File: config.mk
export PLATFORM = sky130hd
export DESIGN_NAME = ram_req_arbiter
export DESIGN_NICKNAME = d
export VERILOG_FILES = /design/src/rtl/oric_mem_pkg.sv /design/src/rtl/ram_req_chan.sv /design/src/rtl/ram_req_arbiter.sv
export SDC_FILE = /design/constraint.sdc
export NUM_CORES = 1
export LEC_CHECK = 0
export CAP_MARGIN = 20
export CELL_PAD_IN_SITES_DETAIL_PLACEMENT = 0
export CELL_PAD_IN_SITES_GLOBAL_PLACEMENT = 1
export CORE_UTILIZATION = 35
export CTS_CLUSTER_DIAMETER = 80
export DETAILED_ROUTE_END_ITERATION = 12
export PLACE_DENSITY_LB_ADDON = 0.1
export SLEW_MARGIN = 20
export SYNTH_ARGS = -nofsm -noshare
export SYNTH_HDL_FRONTEND = slang
export SYNTH_HIERARCHICAL = 1
export SYNTH_SLANG_ARGS = --single-unit
File: constraint.sdc
create_clock -name clk_sys -period 5.3 [get_ports clk_sys]
set_input_delay 0.53 -clock clk_sys [delete_from_list [all_inputs] [get_ports clk_sys]]
set_output_delay 0.53 -clock clk_sys [all_outputs]
set_load 0.01 [all_outputs]
File: src/rtl/oric_mem_pkg.sv
// rtl/oric_mem_pkg.sv - shared types and constants for the SDRAM request arbiter
package oric_mem_pkg;

  typedef enum logic [1:0] {
    RESYNC = 2'd0,
    IDLE   = 2'd1,
    WAIT   = 2'd2
  } arb_state_t;

  localparam int MAX_CH = 4;

  localparam logic [1:0] DS_LO   = 2'b01;
  localparam logic [1:0] DS_HI   = 2'b10;
  localparam logic [1:0] DS_WORD = 2'b11;

  // Byte writes enable only the addressed lane; reads always fetch the full word.
  function automatic logic [1:0] ds_encode(input logic we, input logic a0);
    if (!we) return DS_WORD;
    return a0 ? DS_HI : DS_LO;
  endfunction

endpackage

File: src/rtl/ram_req_chan.sv
// rtl/ram_req_chan.sv - per-client strobe edge detect and pending request slot
module ram_req_chan
  import oric_mem_pkg::*;
#(
  parameter int AW = 16
) (
  input  logic          clk_sys,
  input  logic          reset,
  input  logic          cs,
  input  logic          oe,
  input  logic          we,
  input  logic [AW-1:0] addr,
  input  logic [7:0]    din,
  input  logic          clr,
  output logic          pend,
  output logic [AW-1:0] slot_addr,
  output logic          slot_we,
  output logic [7:0]    slot_din
);

  logic          rd_s, wr_s, rd_p, wr_p;
  logic [AW-1:0] addr_s, addr_p;
  logic [7:0]    din_s;
  logic          trig;

  // Client strobes are registered once, then compared against their previous value.
  assign trig = (rd_s & ~rd_p) | (wr_s & ~wr_p) | (rd_s & (addr_s != addr_p));

  always_ff @(posedge clk_sys) begin
    if (reset) begin
      rd_s      <= 1'b0;
      wr_s      <= 1'b0;
      rd_p      <= 1'b0;
      wr_p      <= 1'b0;
      addr_s    <= '0;
      addr_p    <= '0;
      din_s     <= '0;
      pend      <= 1'b0;
      slot_addr <= '0;
      slot_we   <= 1'b0;
      slot_din  <= '0;
    end else begin
      rd_s   <= cs & oe;
      wr_s   <= cs & we;
      addr_s <= addr;
      din_s  <= din;
      rd_p   <= rd_s;
      wr_p   <= wr_s;
      addr_p <= addr_s;
      // A new trigger beats a same-cycle grant so the fresh request is not lost.
      if (trig) begin
        pend      <= 1'b1;
        slot_addr <= addr_s;
        slot_we   <= wr_s;
        slot_din  <= din_s;
      end else if (clr) begin
        pend <= 1'b0;
      end
    end
  end

endmodule

File: src/rtl/ram_req_arbiter.sv
// rtl/ram_req_arbiter.sv - round-robin arbiter of byte clients onto one toggle-handshake SDRAM port
module ram_req_arbiter
  import oric_mem_pkg::*;
#(
  parameter int NUM_CH = 2,
  parameter int AW     = 16
) (
  input  logic                 clk_sys,
  input  logic                 reset,
  input  logic [NUM_CH-1:0]    ch_cs,
  input  logic [NUM_CH-1:0]    ch_oe,
  input  logic [NUM_CH-1:0]    ch_we,
  input  logic [NUM_CH*AW-1:0] ch_addr,
  input  logic [NUM_CH*8-1:0]  ch_din,
  output logic [NUM_CH*8-1:0]  ch_q,
  output logic [NUM_CH-1:0]    ch_busy,
  output logic                 mem_req,
  input  logic                 mem_ack,
  output logic [AW-2:0]        mem_a,
  output logic [1:0]           mem_ds,
  output logic                 mem_we,
  output logic [15:0]          mem_d,
  input  logic [15:0]          mem_q
);

  localparam int CW = (NUM_CH > 1) ? $clog2(NUM_CH) : 1;

  logic [NUM_CH-1:0] pend, clr, slot_we;
  logic [AW-1:0]     slot_addr [NUM_CH];
  logic [7:0]        slot_din  [NUM_CH];

  arb_state_t  state, state_nxt;
  logic [CW-1:0] rr_ptr, grant, gnt_idx;
  logic        gnt_valid;
  logic        issue_en, done;
  logic        req_q = 1'b0;
  logic        ack_s;
  logic [15:0] q_s;
  logic        issue_a0;
  logic [7:0]  q_r [NUM_CH];

  for (genvar i = 0; i < NUM_CH; i++) begin : g_chan
    ram_req_chan #(.AW(AW)) u_chan (
      .clk_sys   (clk_sys),
      .reset     (reset),
      .cs        (ch_cs[i]),
      .oe        (ch_oe[i]),
      .we        (ch_we[i]),
      .addr      (ch_addr[i*AW +: AW]),
      .din       (ch_din[i*8 +: 8]),
      .clr       (clr[i]),
      .pend      (pend[i]),
      .slot_addr (slot_addr[i]),
      .slot_we   (slot_we[i]),
      .slot_din  (slot_din[i])
    );

    assign clr[i]         = issue_en && (gnt_idx == CW'(i));
    assign ch_busy[i]     = pend[i] | ((state == WAIT) && (grant == CW'(i)));
    assign ch_q[i*8 +: 8] = q_r[i];
  end

  // Scan from rr_ptr upwards with wrap; the descending loop leaves the nearest hit.
  always_comb begin
    int idx;
    idx       = 0;
    gnt_valid = 1'b0;
    gnt_idx   = '0;
    for (int k = NUM_CH - 1; k >= 0; k--) begin
      idx = int'(rr_ptr) + k;
      if (idx >= NUM_CH) idx = idx - NUM_CH;
      if (pend[idx]) begin
        gnt_valid = 1'b1;
        gnt_idx   = idx[CW-1:0];
      end
    end
  end

  always_ff @(posedge clk_sys) begin
    if (reset) state <= RESYNC;
    else       state <= state_nxt;
  end

  always_comb begin
    state_nxt = state;
    issue_en  = 1'b0;
    done      = 1'b0;
    case (state)
      RESYNC: if (ack_s == req_q) state_nxt = IDLE;
      IDLE: begin
        if (gnt_valid) begin
          issue_en  = 1'b1;
          state_nxt = WAIT;
        end
      end
      WAIT: begin
        if (ack_s == req_q) begin
          done      = 1'b1;
          state_nxt = IDLE;
        end
      end
      default: state_nxt = RESYNC;
    endcase
  end

  // mem_req deliberately survives reset so an in-flight SDRAM cycle can drain.
  always_ff @(posedge clk_sys) begin
    ack_s <= mem_ack;
    q_s   <= mem_q;
    if (issue_en) req_q <= ~req_q;
    if (reset) begin
      rr_ptr   <= '0;
      grant    <= '0;
      mem_a    <= '0;
      mem_ds   <= '0;
      mem_we   <= 1'b0;
      mem_d    <= '0;
      issue_a0 <= 1'b0;
      for (int i = 0; i < NUM_CH; i++) q_r[i] <= '0;
    end else begin
      if (issue_en) begin
        grant    <= gnt_idx;
        rr_ptr   <= (int'(gnt_idx) == NUM_CH - 1) ? '0 : gnt_idx + 1'b1;
        mem_a    <= slot_addr[gnt_idx][AW-1:1];
        mem_ds   <= ds_encode(slot_we[gnt_idx], slot_addr[gnt_idx][0]);
        mem_we   <= slot_we[gnt_idx];
        mem_d    <= {slot_din[gnt_idx], slot_din[gnt_idx]};
        issue_a0 <= slot_addr[gnt_idx][0];
      end
      if (done && !mem_we) q_r[grant] <= issue_a0 ? q_s[15:8] : q_s[7:0];
    end
  end

  assign mem_req = req_q;

endmodule

==> results of run 1 <==
[synthesized netlist by cell type, drive strengths merged]
cell type | number | area [um2]
a211o | 2 | 17.52
a211oi | 2 | 20.02
a21oi | 16 | 80.08
a222oi | 12 | 120.1
a22o | 1 | 8.760
a22oi | 12 | 90.09
a32oi | 50 | 437.9
and2b | 3 | 22.52
and3 | 5 | 31.28
buf | 42 | 315.3
clkbuf | 28 | 105.1
dfxtp | 188 | 3764
edfxtp | 17 | 510.5
inv | 7 | 26.28
mux2i | 8 | 80.08
nand2 | 19 | 71.32
nand2b | 57 | 356.6
nand3 | 54 | 270.3
nand4 | 56 | 350.3
nor2 | 37 | 143.9
nor2b | 120 | 763.2
nor3 | 3 | 36.29
nor3b | 16 | 120.1
nor4 | 1 | 6.260
o21ai | 4 | 23.77
o21bai | 1 | 7.510
o221a | 1 | 11.26
o31a | 1 | 8.760
or2 | 2 | 12.51
xnor2 | 32 | 280.3
xor2 | 1 | 8.760
[final timing paths]
path                                          from  slack (ns)                               end
setup / recovery             state[1]$_SDFFE_PP0P_        2.99                        ch_busy[1]
hold / removal                               reset        0.30            mem_ds[1]$_SDFFE_PP0P_
setup reg to reg             state[0]$_SDFFE_PP0P_        3.13            mem_ds[0]$_SDFFE_PP0P_
hold reg to reg   g_chan[1].u_chan/rd_s$_SDFF_PP0_        0.47  g_chan[1].u_chan/rd_p$_SDFF_PP0_
[per-stage QoR]
stage	area, um2	hold slack, ns	power [mW]
floorplan	8100	0.4304	1.880
global placement	9350	0.4584	1.998
detailed placement	9350	0.4603	2.006
CTS	10090	0.2836	3.601
global route	10100	0.2993	3.698
finish	10100	0.3024	3.541
[layer usage]
metal | share of wire, % | vias to the layer above | GRT usage [%]
met1 | 44 | 3014 | 20.04
met5 | 0 | - | 0
li1 | - | 3008 | -
met2 | 49 | 157 | 28.66
met3 | 4.8 | 33 | 2.790
met4 | 1.9 | 0 | 4.714
[where the power goes]
| group | internal, mW | switching (mW) | total (mW) |
|---|---|---|---|
| Clock | 0.962 | 0.609 | 1.57 |
| Combinational | 0.144 | 0.137 | 0.281 |
| Sequential | 1.64 | 0.0520 | 1.69 |
[cell families after synthesis]
family          synth area share (%)
buf+inv                        5.514
compound gates                 10.19
simple gates                   26.97
mux                           0.9886
flops                          52.76
xor+xnor                       3.568
[cells in the final DEF (no fill, tap or decap), types with 12 or more instances in the layout]
cell type        netlist  layout
a32oi_1               50      50
nor2b_1              117     117
clkdlybuf4s50_1        0     124
nor3b_1               16      16
edfxtp_1              17      17
nand4_1               56      56
dfxtp_1              188     188
nand2b_1              57      57
a222oi_1              12      12
a21oi_1               16      16
clkbuf_16              0      23
a22oi_1               12      12
nand2_1               19      19
xnor2_1               32      32
nor2_1                35      35
nand3_1               54      54
[cell type report]
class	count	area share [%]
Clock inverter	11	1.325
Tap cell	285	3.529
Sequential cell	205	42.30
Timing Repair Buffer	132	12.88
Multi-Input combinational cell	516	33.67
Inverter	7	0.2600
Clock buffer	27	6.043
[flip-flops by register name, summed over array words and instances (netlist names), 2 cells and up]
name / cells
g_chan.u_chan/addr_p: 32
g_chan.u_chan/slot_din: 16
g_chan.u_chan/slot_we: 2
g_chan.u_chan/rd_p: 2
g_chan.u_chan/din_s: 16
g_chan.u_chan/wr_s: 2
g_chan.u_chan/addr_s: 32
state: 2
g_chan.u_chan/pend: 2
g_chan.u_chan/wr_p: 2
q_r: 16
g_chan.u_chan/slot_addr: 32
q_s: 16
mem_a: 15
mem_d: 8
g_chan.u_chan/rd_s: 2
mem_ds: 2
[critical path, cell delays in order (launching register included)]
cell and delay, ns:
dfxtp_1 0.40, nor2b_1 0.20, nand2_1 0.07, nand2_1 0.08
clkdlybuf4s50_1 0.53
==> results by stage, run 1 <==
Outcome:
- The run finished with clean final reports.

Hold path:
- The tightest min-delay check is of the in2reg type.
- The worst hold path passes through 2 cells.

Global routing:
- Entering global routing, the biggest net connects 80 pins.
- The global-route usage over all layers is around 16%.
- The first-pass GRT wire length is approximately 31 mm.
- The initial antenna violation count is 0.
- The via count of the first global-routing pass is 6,216.
- The aggregate global routing overflow is 0.

Floorplanning:
- The top-level I/O count is 126.
- Measured along the x axis, the die boundary spans 154.1 um.
- For this configuration, the core starts out at a cell density of 35.78%.
- The floorplan die height is 154.1 um.
- The floorplan step defined a die boundary enclosing 23,760 um2.
- The cell row count is 55.
- The core region area is 22,640 um2.

Setup path:
- The largest driver fanout on the critical path is 4.
- At the worst endpoint, the arrival time is 1.78 ns.
- The sort of element at the end of the critical path is an output pin.
- By startpoint and endpoint, the worst setup path is classified as reg2out.
- The worst setup path is launched from a register.
- The worst-case reg-to-reg path depth is 4.
- STA puts the critical path data required time at 4.77 ns.

Clocking:
- The count of hold-fix buffers inserted at cts is 0.
- Clock tree synthesis inserted a total of 23 buffers.
- The number of setup buffers added after CTS is 0.
- Clock-pin slew was measured on the worst setup and hold paths at 0.05 ns.
- The clock root buffer is clkbuf_16.
- In this run the deepest clock path goes through 3 buffers.
- The latest clock arrival within the worst-skew pair is 0.50 ns.
- The number of gates resized after cts is 0.
- The count of H-tree levels built during CTS is 1.
- TritonCTS built the clock tree.
- The number of clock sinks is 205.

Final layout:
- The fraction of layout instances using a drive strength above 1 is 6.236%.
- Leaving out filler cells and counting taps, the final layout contains 1,183.
- The utilization after layout is between 40% and 50%.
- The multi-input combinational cell area is 3402 um2.
- The footprint of the flip-flops and latches is approximately 4300 um2.
- 0 antenna diodes ended up in the layout.
- The number of fill cells is 2,186.
- Relative to the synthesized area, the layout overhead comes to 24.75%.
- For this run, the post-layout net count is about 960.

Synthesis:
- The distinct cell type count of the synthesized netlist is 43.
- In the synthesized netlist, the number of instances is 798.
- In this run, synthesis produced a sequential element count of 205.
- The mean cell area of the mapped netlist is 10.15 um2.
- The number of warnings issued by yosys is 6.
- The fraction of the yosys area taken by sequential cells is 52.76%.
- Synthesis produced a netlist with a net count of 871.
- In this run the cell area of the synthesized design comes to 8100 um2.

Detailed routing:
- The first TritonRoute pass finished after 6 iterations.
- The final antenna-violating net count is 0.
- The count of routing violations after the opening detailed-route iteration is 344.
- The average wire length per cell after detail routing is 16.33 um.
- The detailed router placed ~6,200 vias in this run.
- The final layout contains routed wiring with a total length of 19.32 mm.
- The post-route DRC violation count is 0.
- The detail-routed via count per cell is 5.251.

Pwr:
- Across the VDD grid, the largest voltage drop is 0.1732 mV.
- The static leakage is roughly 3.6 nW.
- In this run the power density over the cells is 350.4 nW/um2.

Timing:
- The worst clock skew on the final layout is approximately 0.012 ns.
- The maximum frequency from static timing analysis is 433.2 MHz.
- Setup repair after global routing left no endpoint under its margin.
- The final hold violation count came to 0.
- The smallest clock period supported by the final layout is computed as 2.309 ns.
- The count of final setup violators is 0.
- The remaining max-slew budget at the tightest pin is roughly a third.
- The aggregate negative setup slack is 0 ns.
- Once routing completed, OpenROAD measured the worst setup slack at 2.991 ns.
- The slew of the pin with the lowest slew margin is 1.026 ns.
- The number of pins with negative max-slew slack in the final report came to 0.
- The portion of the clock cycle consumed by the worst path in the final layout is 43.56%.

Placement:
- The total half-perimeter wirelength after legalization and detailed placement is 12.85 mm.
- In this run the tool buffered the top-level ports with 125 buffer cells.
- OpenSTA, run right after detailed placement, puts the worst setup slack at approximately 2.7 ns.
- At the end of routability-driven placement, the weighted congestion stood at slightly below 0.8.
- The number of cells after detailed placement is 1,145.

Run:
- The count of maximum capacitance violations is 0.
Note: power is estimated with default switching activity, not from simulation.
==> run 2, diff against run 1 <==
- clock period: 5.3 -> 2.35 ns (I/O delays scaled with it)
==> run 2 against run 1 <==
  * Routed wire length grew 1.7%
  * Core utilization grew 0.15 points
  * Flip-flop and latch count is the same
  * Cell count grew 1.1%
  * Sequential power grew 130%
  * Global-route usage grew 0.32 points
  * Critical path depth is the same
  * Sequential share of layout area shrank 0.15 points
  * Clock-buffer cell count grew 5
  * Highest routed layer unchanged
==> results by stage, run 2 (same netlist as run 1, synthesis figures left out) <==
Outcome:
- The flow ran to the end, and the final reports show no timing, DRC or antenna violations.

Setup path:
- The worst setup slack for register-to-register paths is 0.41 ns (-2.72 ns).
- The largest driver fanout on the critical path came to 4 (unchanged).
- The most numerous cell type found on the critical path is nand2_1.
- The worst endpoint data arrival time is 1.80 ns (+0.02 ns).
- The startpoint identified for the worst register-to-register timing path is g_chan[0].u_chan/addr_s[8]$_SDFF_PP0_.
- The highest cell delay on the worst timing path is 0.53 ns (about the same).
- The worst setup path startpoint is state[1]$_SDFFE_PP0P_.
- The path type of the worst setup path is reg2out.
- The master of the slowest instance on the critical path is clkdlybuf4s50_1.
- The signal on the critical path passes through nor2b_1 -> nand2_1 -> nand2_1 -> clkdlybuf4s50_1.
- The sort of element at the end of the critical path is an output pin.
- The required time at the endpoint of the critical path is 2.12 ns (-2.65 ns).
- The type of origin of the critical path is a register.

Timing:
- The count of final setup violators is 0 (unchanged).
- The maximum frequency from static timing analysis is 492.2 MHz.
- The aggregate negative setup slack is 0 ns (unchanged).
- The final hold violation count is 0 (unchanged).
- The post-route minimum period is 2.032 ns.
- The remaining max-slew budget at the tightest pin was 34.65% (+3.0 points).
- The worst clock skew on the final layout is 0.01124 ns (-0.0006492 ns).
- The number of pins with negative max-slew slack in the final report came to 0 (unchanged).
- The final worst-path setup slack was 0.3183 ns (-2.673 ns).
- The slew of the pin with the lowest slew margin was 0.9803 ns (-0.04569 ns).
- Setup repair after global routing left no endpoint under its margin.
- Of the available clock period, the critical path in the final layout requires 86.46%.

Detailed routing:
- The detail-routed via count per cell is 5.208 (-0.82%).
- The average wire length per cell after detail routing is 16.42 um (+0.57%).
- The total wire length is 19.64 mm (+1.7%).
- The post-route DRC violation count is 0 (unchanged).
- The count of routing violations after the opening detailed-route iteration is 338 (-1.7%).
- The number of vias in the routed layout came to 6,229 (+0.27%).
- The final antenna-violating net count was 0 (unchanged).
- The first-pass detailed-route iteration total came to 6 (unchanged).

Final layout:
- The number of fill cells came to 2,156 (-1.4%).
- The footprint of the flip-flops and latches came to 4274 um2 (unchanged).
- The fraction of layout instances using a drive strength above 1 is 7.025% (+0.79 points).
- In the layout the commonest cells are 188 x dfxtp_1, 124 x clkdlybuf4s50_1, 117 x nor2b_1, 57 x nand2b_1, 56 x nand4_1.
- The signed area change from the synthesized netlist to the final layout is 25.18%.
- The library cell used most frequently in the layout, excluding fill and tap cells, is dfxtp_1.
- The multi-input combinational cell area came to 3392 um2 (-0.29%).
- The final net count is 972 (+1.5%).
- The number of diodes added for antenna fixing came to 0 (unchanged).
- The largest registers in the layout are g_chan.u_chan/addr_p x32, g_chan.u_chan/addr_s x32, g_chan.u_chan/slot_addr x32.

Clocking:
- The CTS tree is done.
- The count of H-tree levels built during CTS is 1 (unchanged).
- The clock root buffer is clkbuf_16.
- The number of setup buffers added after CTS is 0 (unchanged).
- The clock-pin slew reported for the worst setup and hold paths after clock tree synthesis came to 0.05 ns (about the same).
- The number of buffers added by the clock tree synthesis step is 23 (unchanged).
- The count of hold-fix buffers inserted at cts came to 0 (unchanged).
- The number of gates resized after cts is 0 (unchanged).
- The buffer depth of the longest clock path is 3 (unchanged).
- The latest clock arrival within the worst-skew pair is 0.51 ns (about the same).
- The number of clock sinks was 205 (unchanged).

Floorplanning:
- The starting density of the core is 35.78% (unchanged).
- The total die area was 23,760 um2 (unchanged).
- The cell row count came to 55 (unchanged).
- The floorplan die height is 154.1 um (unchanged).
- The top-level I/O count is 126 (unchanged).
- The chip width was 154.1 um (unchanged).
- The core region area is 22,640 um2 (unchanged).

Placement:
- The pre-CTS setup slack is 0.4291 ns (-2.236 ns).
- The total half-perimeter wirelength after legalization and detailed placement came to 13.69 mm (+6.6%).
- The count of input and output buffers is 125 (unchanged).
- The final estimated routing congestion in global placement is 0.7594 (-2.7%).

Pwr:
- The power per cell area came to 767.2 nW/um2 (+120%).
- The static leakage is 3.611 nW (+1.1%).
- The highest ir drop seen on vdd is 0.3807 mV (+120%).

Global routing:
- The global-route usage over all layers came to 16.50% (+0.32 points).
- The via count of the first global-routing pass is 6,326 (+1.8%).
- The maximum number of pins on one net before global-route repair came to 53 (-34%).
- The aggregate global routing overflow came to 0 (unchanged).
- The initial antenna violation count is 0 (unchanged).
- The first-pass GRT wire length came to 31.77 mm (+1.7%).

Run:
- The count of maximum capacitance violations came to 0 (unchanged).

Hold path:
- The tightest min-delay check is of the in2reg type.
- The worst min-delay path startpoint is reset.
run 2: final cells by class:
| cell class | count | share of cell area [%] |
|---|---|---|
| Clock buffer | 32 | 6.219 |
| Tap cell | 285 | 3.517 |
| Inverter | 7 | 0.2591 |
| Timing Repair Buffer | 146 | 13.87 |
| Sequential cell | 205 | 42.15 |
| Multi-Input combinational cell | 516 | 33.45 |
| Clock inverter | 5 | 0.5306 |
run 2: final timing paths:
path / endpoint / cells past startpoint
worst max-delay path: ch_busy[1] / 4
worst min register to register: g_chan[0].u_chan/rd_p$_SDFF_PP0_ / 1
worst max register to register: g_chan[0].u_chan/slot_din[5]$_SDFFE_PP0P_ / 5
worst min-delay path: state[0]$_SDFFE_PP0P_ / 2
run 2: through the flow:
stage	std cells	power (mW)	hold WS [ns]	util, %	cell area [um2]
global route	1196	8.113	0.1470	44.79	10140
finish	1196	7.779	0.1431	44.79	10140
detailed placement	1159	4.540	0.4449	41.76	9455
global placement	1159	4.522	0.4630	41.76	9455
floorplan	798	4.240	0.2627	-	8100
CTS	1196	7.900	0.1323	44.79	10140
run 2: critical path: cells and delay by family (launching register included):
family / cells / cell delay [ns]
flip-flops: 1 / 0.42
buffers and inverters: 1 / 0.53
AND/OR/NAND/NOR: 3 / 0.35
run 2: per-layer routing:
| metal | wire length (um) | up-vias | GRT usage [%] | share of wire (%) |
|---|---|---|---|---|
| met1 | 8778 | 2999 | 21.10 | 45 |
| met3 | 873 | 32 | 3.016 | 4.4 |
| met2 | 9596 | 159 | 28.40 | 49 |
| li1 | - | 3039 | - | - |
| met5 | 0 | - | 0 | 0 |
| met4 | 394 | 0 | 4.524 | 2.0 |
run 2: where the power goes:
group	leakage, nW	switching (mW)	internal [mW]	total [mW]
Clock	0.336	1.35	1.97	3.32
Sequential	1.72	0.118	3.69	3.81
Combinational	1.55	0.311	0.337	0.648
